$ cat src/rtl/cook_timer.sv
// BCD MM:SS countdown timer: keypad shift-in entry, one-second countdown while the
// magnetron is on, and a level done flag that stays up until clear, load or reset.
module cook_timer #(
  parameter int unsigned TICK_DIV = 100
) (
  input  logic       clk,
  input  logic       rst,
  input  logic       clearn,
  input  logic       load,
  input  logic [3:0] digit_in,
  input  logic       magnetron_on,
  output logic [3:0] sec_ones,
  output logic [3:0] sec_tens,
  output logic [3:0] min_ones,
  output logic [3:0] min_tens,
  output logic       zero,
  output logic       timer_done
);

  localparam int unsigned PW = (TICK_DIV > 1) ? $clog2(TICK_DIV) : 1;
  localparam logic [PW-1:0] PRESC_LAST = PW'(TICK_DIV - 1);

  typedef enum logic [1:0] {
    SETUP    = 2'd0,
    COUNTING = 2'd1,
    DONE     = 2'd2
  } state_t;

  state_t        r_state, w_nstate;
  logic [PW-1:0] r_presc, w_npresc;
  logic [3:0]    r_so, r_st, r_mo, r_mt;
  logic [3:0]    w_nso, w_nst, w_nmo, w_nmt;
  logic [3:0]    w_dso, w_dst, w_dmo, w_dmt;
  logic          r_done, w_ndone;
  logic          w_zero, w_dec_zero, w_dig_ok;

  assign w_zero     = (r_so == 4'd0) && (r_st == 4'd0) && (r_mo == 4'd0) && (r_mt == 4'd0);
  assign w_dig_ok   = load && (digit_in <= 4'd9);
  assign w_dec_zero = (w_dso == 4'd0) && (w_dst == 4'd0) && (w_dmo == 4'd0) && (w_dmt == 4'd0);

  // One-step BCD decrement; seconds above 59 are decremented as-is, never wraps below 00:00.
  always_comb begin
    w_dso = r_so;
    w_dst = r_st;
    w_dmo = r_mo;
    w_dmt = r_mt;
    if ((r_so != 4'd0) || (r_st != 4'd0)) begin
      if (r_so != 4'd0) begin
        w_dso = r_so - 4'd1;
      end else begin
        w_dso = 4'd9;
        w_dst = r_st - 4'd1;
      end
    end else if ((r_mo != 4'd0) || (r_mt != 4'd0)) begin
      w_dso = 4'd9;
      w_dst = 4'd5;
      if (r_mo != 4'd0) begin
        w_dmo = r_mo - 4'd1;
      end else begin
        w_dmo = 4'd9;
        w_dmt = r_mt - 4'd1;
      end
    end
  end

  always_comb begin
    w_nstate = r_state;
    w_npresc = r_presc;
    w_nso    = r_so;
    w_nst    = r_st;
    w_nmo    = r_mo;
    w_nmt    = r_mt;
    w_ndone  = r_done;
    case (r_state)
      SETUP: begin
        if (w_dig_ok) begin
          w_nmt = r_mo;
          w_nmo = r_st;
          w_nst = r_so;
          w_nso = digit_in;
        end
        if (magnetron_on && !w_zero) begin
          w_nstate = COUNTING;
          w_npresc = '0;
        end
      end
      COUNTING: begin
        if (!magnetron_on) begin
          w_nstate = SETUP;
          w_npresc = '0;
        end else if (r_presc == PRESC_LAST) begin
          w_npresc = '0;
          w_nso    = w_dso;
          w_nst    = w_dst;
          w_nmo    = w_dmo;
          w_nmt    = w_dmt;
          if (w_dec_zero) begin
            w_nstate = DONE;
            w_ndone  = 1'b1;
          end
        end else begin
          w_npresc = r_presc + PW'(1);
        end
      end
      DONE: begin
        if (w_dig_ok) begin
          w_nmt    = 4'd0;
          w_nmo    = 4'd0;
          w_nst    = 4'd0;
          w_nso    = digit_in;
          w_ndone  = 1'b0;
          w_nstate = SETUP;
        end
      end
      default: begin
        w_nstate = SETUP;
        w_npresc = '0;
        w_ndone  = 1'b0;
      end
    endcase
  end

  always_ff @(posedge clk) begin
    if (rst || !clearn) begin
      r_state <= SETUP;
      r_presc <= '0;
      r_so    <= '0;
      r_st    <= '0;
      r_mo    <= '0;
      r_mt    <= '0;
      r_done  <= 1'b0;
    end else begin
      r_state <= w_nstate;
      r_presc <= w_npresc;
      r_so    <= w_nso;
      r_st    <= w_nst;
      r_mo    <= w_nmo;
      r_mt    <= w_nmt;
      r_done  <= w_ndone;
    end
  end

  assign sec_ones   = r_so;
  assign sec_tens   = r_st;
  assign min_ones   = r_mo;
  assign min_tens   = r_mt;
  assign zero       = w_zero;
  assign timer_done = r_done;

endmodule

$ cat config.mk
export PLATFORM = sky130hd
export DESIGN_NAME = cook_timer
export DESIGN_NICKNAME = d
export VERILOG_FILES = /design/src/rtl/cook_timer.sv
export SDC_FILE = /design/constraint.sdc
export NUM_CORES = 1
export LEC_CHECK = 0
export CORE_MARGIN = 2
export CORE_UTILIZATION = 25
export CTS_CLUSTER_SIZE = 16
export DETAILED_ROUTE_END_ITERATION = 6
export PLACE_DENSITY = 0.43
export SYNTH_ARGS = -nofsm -noshare
export SYNTH_HDL_FRONTEND = slang
export SYNTH_SLANG_ARGS = --single-unit
$ cat constraint.sdc
create_clock -name clk -period 2.4 [get_ports clk]
set_input_delay 0.72 -clock clk [delete_from_list [all_inputs] [get_ports clk]]
set_output_delay 0.72 -clock clk [all_outputs]
set_load 0.01 [all_outputs]
# ---- After elaboration in Yosys (flattened, before gate mapping)
# Cells that the tools add are included.
dict set report word_totals {
  out_inout_bits 18
  regBits 26
}
dict set report classes {
  eq_ne 12
  addsub 5
  reduce_logical 34
  n_mux 44
  n_bitwise 2
  magnitude_cmp 1
}
# cell count
set ops {}
lappend ops {{$mux 4} 25}
lappend ops {{$pmux 4 s3} 3}
lappend ops {{$logic_not 4->1} 8}
lappend ops {{$mux 7} 3}
lappend ops {{$pmux 7 s3} 1}
lappend ops {{$reduce_bool 4->1} 4}
lappend ops {{$sub 4x1->4 const B} 4}
lappend ops {{$ne 2x2->1 const B} 6}
lappend ops {{$mux 2} 5}
lappend ops {{$reduce_and 5->1} 2}
lappend ops {{$logic_and 1x1->1} 8}
lappend ops {{$pmux 4 s2} 1}
lappend ops {{$reduce_and 4->1} 2}
lappend ops {{$add 7x1->7 const B} 1}
lappend ops {{$eq 7x7->1 const B} 1}
lappend ops {{$ne 3x3->1 const B} 2}
lappend ops {{$pmux 2 s3} 1}
lappend ops {{$le 4x4->1 const B} 1}
lappend ops {{$mux 1} 4}
lappend ops {{$logic_or 1x1->1} 3}
lappend ops {{$pmux 1 s3} 1}
lappend ops {{$reduce_bool 3->1} 1}
lappend ops {{$eq 2x1->1 const B} 1}
lappend ops {{$eq 2x2->1 const B} 1}
lappend ops {{other kinds (7)} 9}

# ---- Depth between registers and ports, before layout
# Gate-level depths: netlist (run 1).
dict set report depth {
  word_depth 12
  mapped_depth 9
  depth_no_buf 9
}

# ---- Worst setup path before layout (run 1)
# Ideal clock, no wire load.
dict set report synth_path {
  path_kind {flip-flop to flip-flop}
  from {register r_so[0], in the netlist sec_ones[0]}
  to {register r_state[0]}
  required_time_ns 2.279
  setup_slack_ns -0.031
  synth_period_minus_slack_ns 2.431
  stages_incl_launch_ff 10
  arrival_time_ns 2.310
  setup_ns 0.121
  cell_sequence {dfxtp_1 inv_1 ha_1 or3b_4 or4_1 clkbuf_1 o211ai_1 a2111oi_2 nand4_2 mux2_4}
}
dict set report synth_via {
  elab_chain_cells 9
  elab_cells_between_ends 26
}
# element line
set synth_rtl {}
lappend synth_rtl {{start: declaration} 31} ;# logic [3:0] r_so, r_st, r_mo, r_mt;
lappend synth_rtl {{start signal: assignment} 135} ;# r_so <= w_nso;
lappend synth_rtl {{$sub 4x1->4 or $reduce_bool 4->1 (tied branches)} {49, 47, 48}}
lappend synth_rtl {{$mux 4 or $logic_or 1x1->1 (tied branches)} {48, 47}}
lappend synth_rtl {{$mux 4} 47} ;# if ((r_so != 4'd0) || (r_st != 4'd0)) begin
lappend synth_rtl {{$logic_not 4->1} 39} ;# assign w_dec_zero = (w_dso == 4'd0) && (w_dst == 4'd0) && (w_dmo == 4'd0) && (w_dmt == 4'd0);
lappend synth_rtl {{$logic_and 1x1->1 (3 in a row)} 39}
lappend synth_rtl {{$ne 3x3->1 (no line)} -}
lappend synth_rtl {{$reduce_and 4->1 (no line) *} -}
lappend synth_rtl {{end signal: assignment} 133} ;# r_state <= w_nstate;
lappend synth_rtl {{end: declaration} 29} ;# state_t r_state, w_nstate;
# Mark *: on every way between the ends. The rest lies on a longest branch, timed or not.
# A chain may end at the register's enable or synchronous reset.

# ---- Worst setup path in the final report (run 1)
dict set report layout_path {
  from {register r_so[1], in the netlist sec_ones[1]}
  to {register r_state[0]}
}
# Same word-level chain as after synthesis.

==> results of run 1 <==
## metal layers
layer  global-route usage [%]  up-vias  part of all wire [%]
met4                     5.64        0                   1.4
met2                     24.5       42                    48
met3                     1.46        7                   3.4
met1                     19.7      957                    47
met5                        0        -                     0
li1                         -     1029                     -
## per-stage QoR
stage	setup WS (ns)	instances
final	0.0586	411
after global routing	-0.0197	411
after CTS	-0.00421	410
after detailed placement	-0.275	400
after global placement	-0.175	400
after floorplan	0.00820	239
## sequential cells by signal, summed over array words and instances, names as in the netlist
signal and cells:
min_ones 4, min_tens 4, r_presc 7, r_state 2, sec_ones 4, sec_tens 4
timer_done 1
## worst paths after layout
path	end	from	depth (start not counted)
worst min-delay path	timer_done	timer_done	2
worst min register to register	timer_done	timer_done	2
worst max register to register	r_state[0]	sec_ones[1]	8
worst max-delay path	r_state[0]	sec_ones[1]	8
## power by group through the flow
stage          clock, mW  sequential (mW)  combinational (mW)
3_5_place_dp           0            0.490               0.753
2_1_floorplan          0            0.497               0.451
6_report           0.300            0.482               0.861
5_1_grt            0.341            0.486               0.930
4_1_cts            0.323            0.480               0.814
3_3_place_gp           0            0.490               0.762
## cell type report
cell class              instances  share of cell area [%]
multi-input cells             190                    51.0
repair buffers                 77                    22.5
flip-flops and latches         26                    18.4
well taps                     102                    4.47
clock buffers                   4                    1.93
inverters                      12                    1.67
## cells by family after synthesis
logic type / Yosys count / share of synthesized area [%]
AND/OR/NAND/NOR: 93 / 27.4
AO/OA/AOI/OAI: 71 / 26.1
flip-flops: 26 / 26.3
buffers and inverters: 23 / 5.26
adder cells (fa/ha/maj): 11 / 6.97
multiplexers: 10 / 5.70
XOR/XNOR: 5 / 2.22
## cell usage after synthesis, types with 3 or more instances
cell	count	area share (%)
nor2_1	31	5.9
nand2b_1	3	0.95
o211a_1	3	1.5
a21oi_1	13	3.3
o21ai_1	5	1.3
nand2_1	16	3.0
o221ai_1	5	2.2
xor2_1	4	1.8
nand3_1	3	0.76
or3_1	3	0.95
mux2i_1	6	3.0
o21ai_0	7	1.8
nor3_1	8	2.0
a31oi_1	4	1.3
clkbuf_1	7	1.3
ha_1	11	7.0
nor2b_1	3	0.95
a22oi_1	4	1.5
dfxtp_1	26	26
a211oi_1	6	2.3
nand4_1	6	1.9
inv_1	11	2.1
## repair_timing
action,CTS,global route
resized for setup,8,23
hold buffers,0,0
endpoints found under the setup margin,4,13
hold endpoints to repair,0,0
pin swaps,4,10
setup buffers,6,1
## worst max-delay path, cell delays in order, from the launching register on
cell and delay [ns]:
dfxtp_2 0.34, inv_2 0.07, ha_4 0.14, or3b_4 0.44
or4_4 0.45, o211ai_1 0.31, a2111oi_4 0.06, nand4_2 0.13
mux2_4 0.30
==> results_dict.tcl, run 1 <==
set metrics [dict create \
    status "finished, final reports clean" \
    fin_crit_sh_pct 97.6 \
    wire_per_inst_um 15.1 \
    placed_area_sq_um 2640 \
    cts_tree "yes" \
    cts_buffers 3 \
    async_reset_ff_share_pct 0 \
    synth_edf_count 0 \
    worstMarginPinSlew_ns 0.527 \
    total_power_mw 1.64 \
    p_seq_share_pct 29.4 \
    chipWidth_um 92.9 \
    p_leak_nw 1.13 \
    synthFlopType "dfxtp_1" \
    worstPathRequired_ns 2.58 \
    cts_buffer_depth 2 \
    drt_iter0_markers 108 \
    insertion_delay_ns 0.28 \
    holdWs_ns 0.495 \
    ys_seq_elements 26 \
    path_max_fanout 7 \
    ios 27 \
    p_sw_mw 0.614 \
    clkPwrFrac_pct 18.3 \
    p_int_mw 1.03 \
    vias_per_cell 4.95 \
    htree_levels 1 \
    finish.utilization_pct 37.1 \
    vdd_drop_max_mv 0.242 \
    worstSetupStartpointType "register" \
    gp_congestion 0.826 \
    relSlewSlack_pct 64.6 \
    multi_input_area_sq_um 1460 \
    postRouteAntennaNets 0 \
    final_hold_viol_count 0 \
    routed_wl_um 6200 \
    switching_share_pct 37.4 \
    end_kind "register" \
    antennaDiodeCount 0 \
    hp-class "reg2reg" \
    p_comb_share_pct 52.4 \
    seq_area_frac_synth_pct 26.3 \
    rsz0062_at_grt "yes" \
    start_util_pct 25.7 \
    fp.dieArea_sq_um 8630 \
    layout_min_cycle_time_ns 2.34 \
    clockRootBuffer "clkbuf_8" \
    crit_arrival_ns 2.52 \
    grt_start_max_net_pins 15 \
    vias 2035 \
    synth_warnings 0 \
    fillCellCount 829 \
    core-area_sq_um 7690 \
    yosysUniqueCellTypes 63 \
    globalRouteOverflowTotal 0 \
    crit_type "reg2reg" \
    grtUsageTotal_pct 14.8 \
    skew_ns 0.00867 \
    setup_viol 0 \
    drc_errors 0 \
    synth_nets 259 \
    maxCapViolations 0 \
    final_cell_mix "buf_4 (50), nor2_1 (29), clkdlybuf4s50_1 (25)" \
    core.rowCount 32 \
    die_h_um 92.9 \
    syn-cell-area_sq_um 1980 \
    drive_gt1_share_pct 31.1 \
    area_growth_pct 44.4 \
    layout_commonest_cell "buf_4" \
    num-nets-final 330 \
    grt_pass1_vias 2055 \
    syn_inst 239 \
    cts.sink_count 26 \
    rrSetupSlack_ns 0.06 \
    portBuffers 26 \
    clock.fmax_ghz 0.427 \
    path_clk_slew_ns 0.10 \
    antenna_found_initial 0 \
    pwr_density_cell_nw_per_um2 576 \
    hpwl_um 4740 \
    firstDrtPassIters 4 \
    synth.avg_cell_area_sq_um 8.27 \
    grt_pass1_wl_um 10100 \
    fin_area_sq_um 2850 \
    register_area_sq_um 526 \
    tns_ns 0 \
    drv_slew 0 \
]
(Power assumes the default switching activity.)
==> run 2: changes to the inputs <==
--- a/config.mk
+++ b/config.mk
@@ -9,7 +9,8 @@
 export CORE_UTILIZATION = 25
 export CTS_CLUSTER_SIZE = 16
 export DETAILED_ROUTE_END_ITERATION = 6
-export PLACE_DENSITY = 0.43
+export DONT_BUFFER_PORTS = 1
+export PLACE_DENSITY = 0.39
 export SYNTH_ARGS = -nofsm -noshare
 export SYNTH_HDL_FRONTEND = slang
 export SYNTH_SLANG_ARGS = --single-unit
==> run 2 against run 1 <==
Compared with the run above:
- sequential power hardly changed
- count of clock-buffer cells in the layout is the same
- final cell count shrank 6.6%
- global-route usage increased by 0.79 points
- largest cell class unchanged
- largest power group unchanged
==> results_dict.tcl, run 2 (same netlist as run 1, synthesis figures left out) <==
set metrics [dict create \
    status "finished, final reports clean" \
    cts_tree "yes" \
    grt_pass1_wl_um 10600 \
    area_growth_pct 30.5 \
    firstDrtPassIters 4 \
    worstSetupStartpointType "register" \
    max_flop_register "r_presc" \
    worstPathRequired_ns 1.68 \
    total_power_mw 1.59 \
    end_kind "output pin" \
    worstMarginPinSlew_ns 0.598 \
    clkPwrFrac_pct 19.9 \
    switching_share_pct 38.7 \
    hpwl_um 4810 \
    wire_per_inst_um 16.8 \
    path_clk_slew_ns 0.11 \
    vdd_drop_max_mv 0.180 \
    fillCellCount 846 \
    p_leak_nw 1.03 \
    globalRouteOverflowTotal 0 \
    gp_congestion 0.853 \
    p_int_mw 0.976 \
    fin_crit_sh_pct 95.7 \
    postRouteAntennaNets 0 \
    p_sw_mw 0.615 \
    cts_hold_buffers 0 \
    register_area_sq_um 522 \
    clockRootBuffer "clkbuf_8" \
    core-area_sq_um 7690 \
    relSlewSlack_pct 59.8 \
    antennaDiodeCount 0 \
    portBuffers 0 \
    vias_per_cell 5.15 \
    skew_ns 0.00924 \
    multi_input_area_sq_um 1440 \
    drc_errors 0 \
    grt_pass1_vias 1998 \
    finish.utilization_pct 33.5 \
    final_cell_mix "buf_4 (47), nor2_1 (28), dfxtp_1 (25)" \
    routed_wl_um 6460 \
    cts_buffers 3 \
    vias 1977 \
    drive_gt1_share_pct 32.3 \
    fp.dieArea_sq_um 8630 \
    holdWs_ns 0.497 \
    crit_type "reg2out" \
    placed_area_sq_um 2390 \
    maxCapViolations 0 \
    path_max_fanout 3 \
    crit_arrival_ns 1.58 \
    pwr_density_cell_nw_per_um2 617 \
    start_util_pct 25.7 \
    cts.sink_count 26 \
    setup_viol 0 \
    core.rowCount 32 \
    grt_start_max_net_pins 23 \
    die_h_um 92.9 \
    num-nets-final 303 \
    drv_slew 0 \
    chipWidth_um 92.9 \
    grtUsageTotal_pct 15.5 \
    layout_min_cycle_time_ns 2.30 \
    drt_iter0_markers 80 \
    final_hold_viol_count 0 \
    p_comb_share_pct 49.8 \
    ios 27 \
    insertion_delay_ns 0.29 \
    layout_commonest_cell "buf_4" \
    cts_buffer_depth 2 \
    clock.fmax_ghz 0.435 \
    hp-class "reg2reg" \
    largest_reg_flops 7 \
    htree_levels 1 \
    fin_area_sq_um 2580 \
    p_seq_share_pct 30.3 \
    antenna_found_initial 0 \
]
## run 2: final cells by class
class / count / area share [%]
multi-input combinational: 191 / 56.0
sequential: 26 / 20.2
timing repair buffer: 49 / 14.9
tap: 102 / 4.95
clock buffer: 4 / 2.14
inverter: 12 / 1.75
## run 2: final timing paths
check / slack (ns) / to / from / cells after the start
worst max-delay path: 0.10 / zero / min_tens[1] / 6
worst min register to register: 0.50 / r_state[1] / r_state[1] / 2
worst min-delay path: 0.50 / r_state[1] / r_state[1] / 2
worst max register to register: 0.10 / r_state[0] / sec_ones[0] / 9
## run 2: stage by stage
| stage | worst slack [ns] | cells | TNS, ns |
|---|---|---|---|
| 4_1_cts | 0.0173 | 377 | 0 |
| 3_5_place_dp | 0.0581 | 373 | 0 |
| 3_3_place_gp | 0.0274 | 373 | 0 |
| 6_report | 0.102 | 384 | 0 |
| 2_1_floorplan | 0.00820 | 239 | 0 |
| 5_1_grt | -0.0117 | 384 | -0.0173 |
## run 2: routing by layer
| layer | vias up | share of wire (%) | track usage (%) |
|---|---|---|---|
| li1 | 986 | - | - |
| met1 | 946 | 46 | 19.5 |
| met2 | 35 | 49 | 27.1 |
| met3 | 10 | 3.5 | 3.09 |
| met4 | 0 | 1.4 | 3.92 |
| met5 | - | 0 | 0 |
## run 2: worst max-delay path, stage by stage (launching register included)
cell     delay, ns
dfxtp_1       0.33
inv_1         0.07
ha_1          0.19
nor3b_4       0.26
nand4_1       0.19
inv_1         0.13
buf_4         0.13
## run 2: power groups by stage
stage               clock network (mW)  registers [mW]  logic (mW)
finish                           0.317           0.481       0.792
global route                     0.341           0.485       0.871
CTS                              0.331           0.479       0.712
detailed placement                   0           0.489       0.706
global placement                     0           0.489       0.716
floorplan                            0           0.497       0.451
## run 2: timing repair
action | CTS | global route
resized for setup | 0 | 21
buffers inserted | 0 | 6
endpoints found under the setup margin | 0 | 16
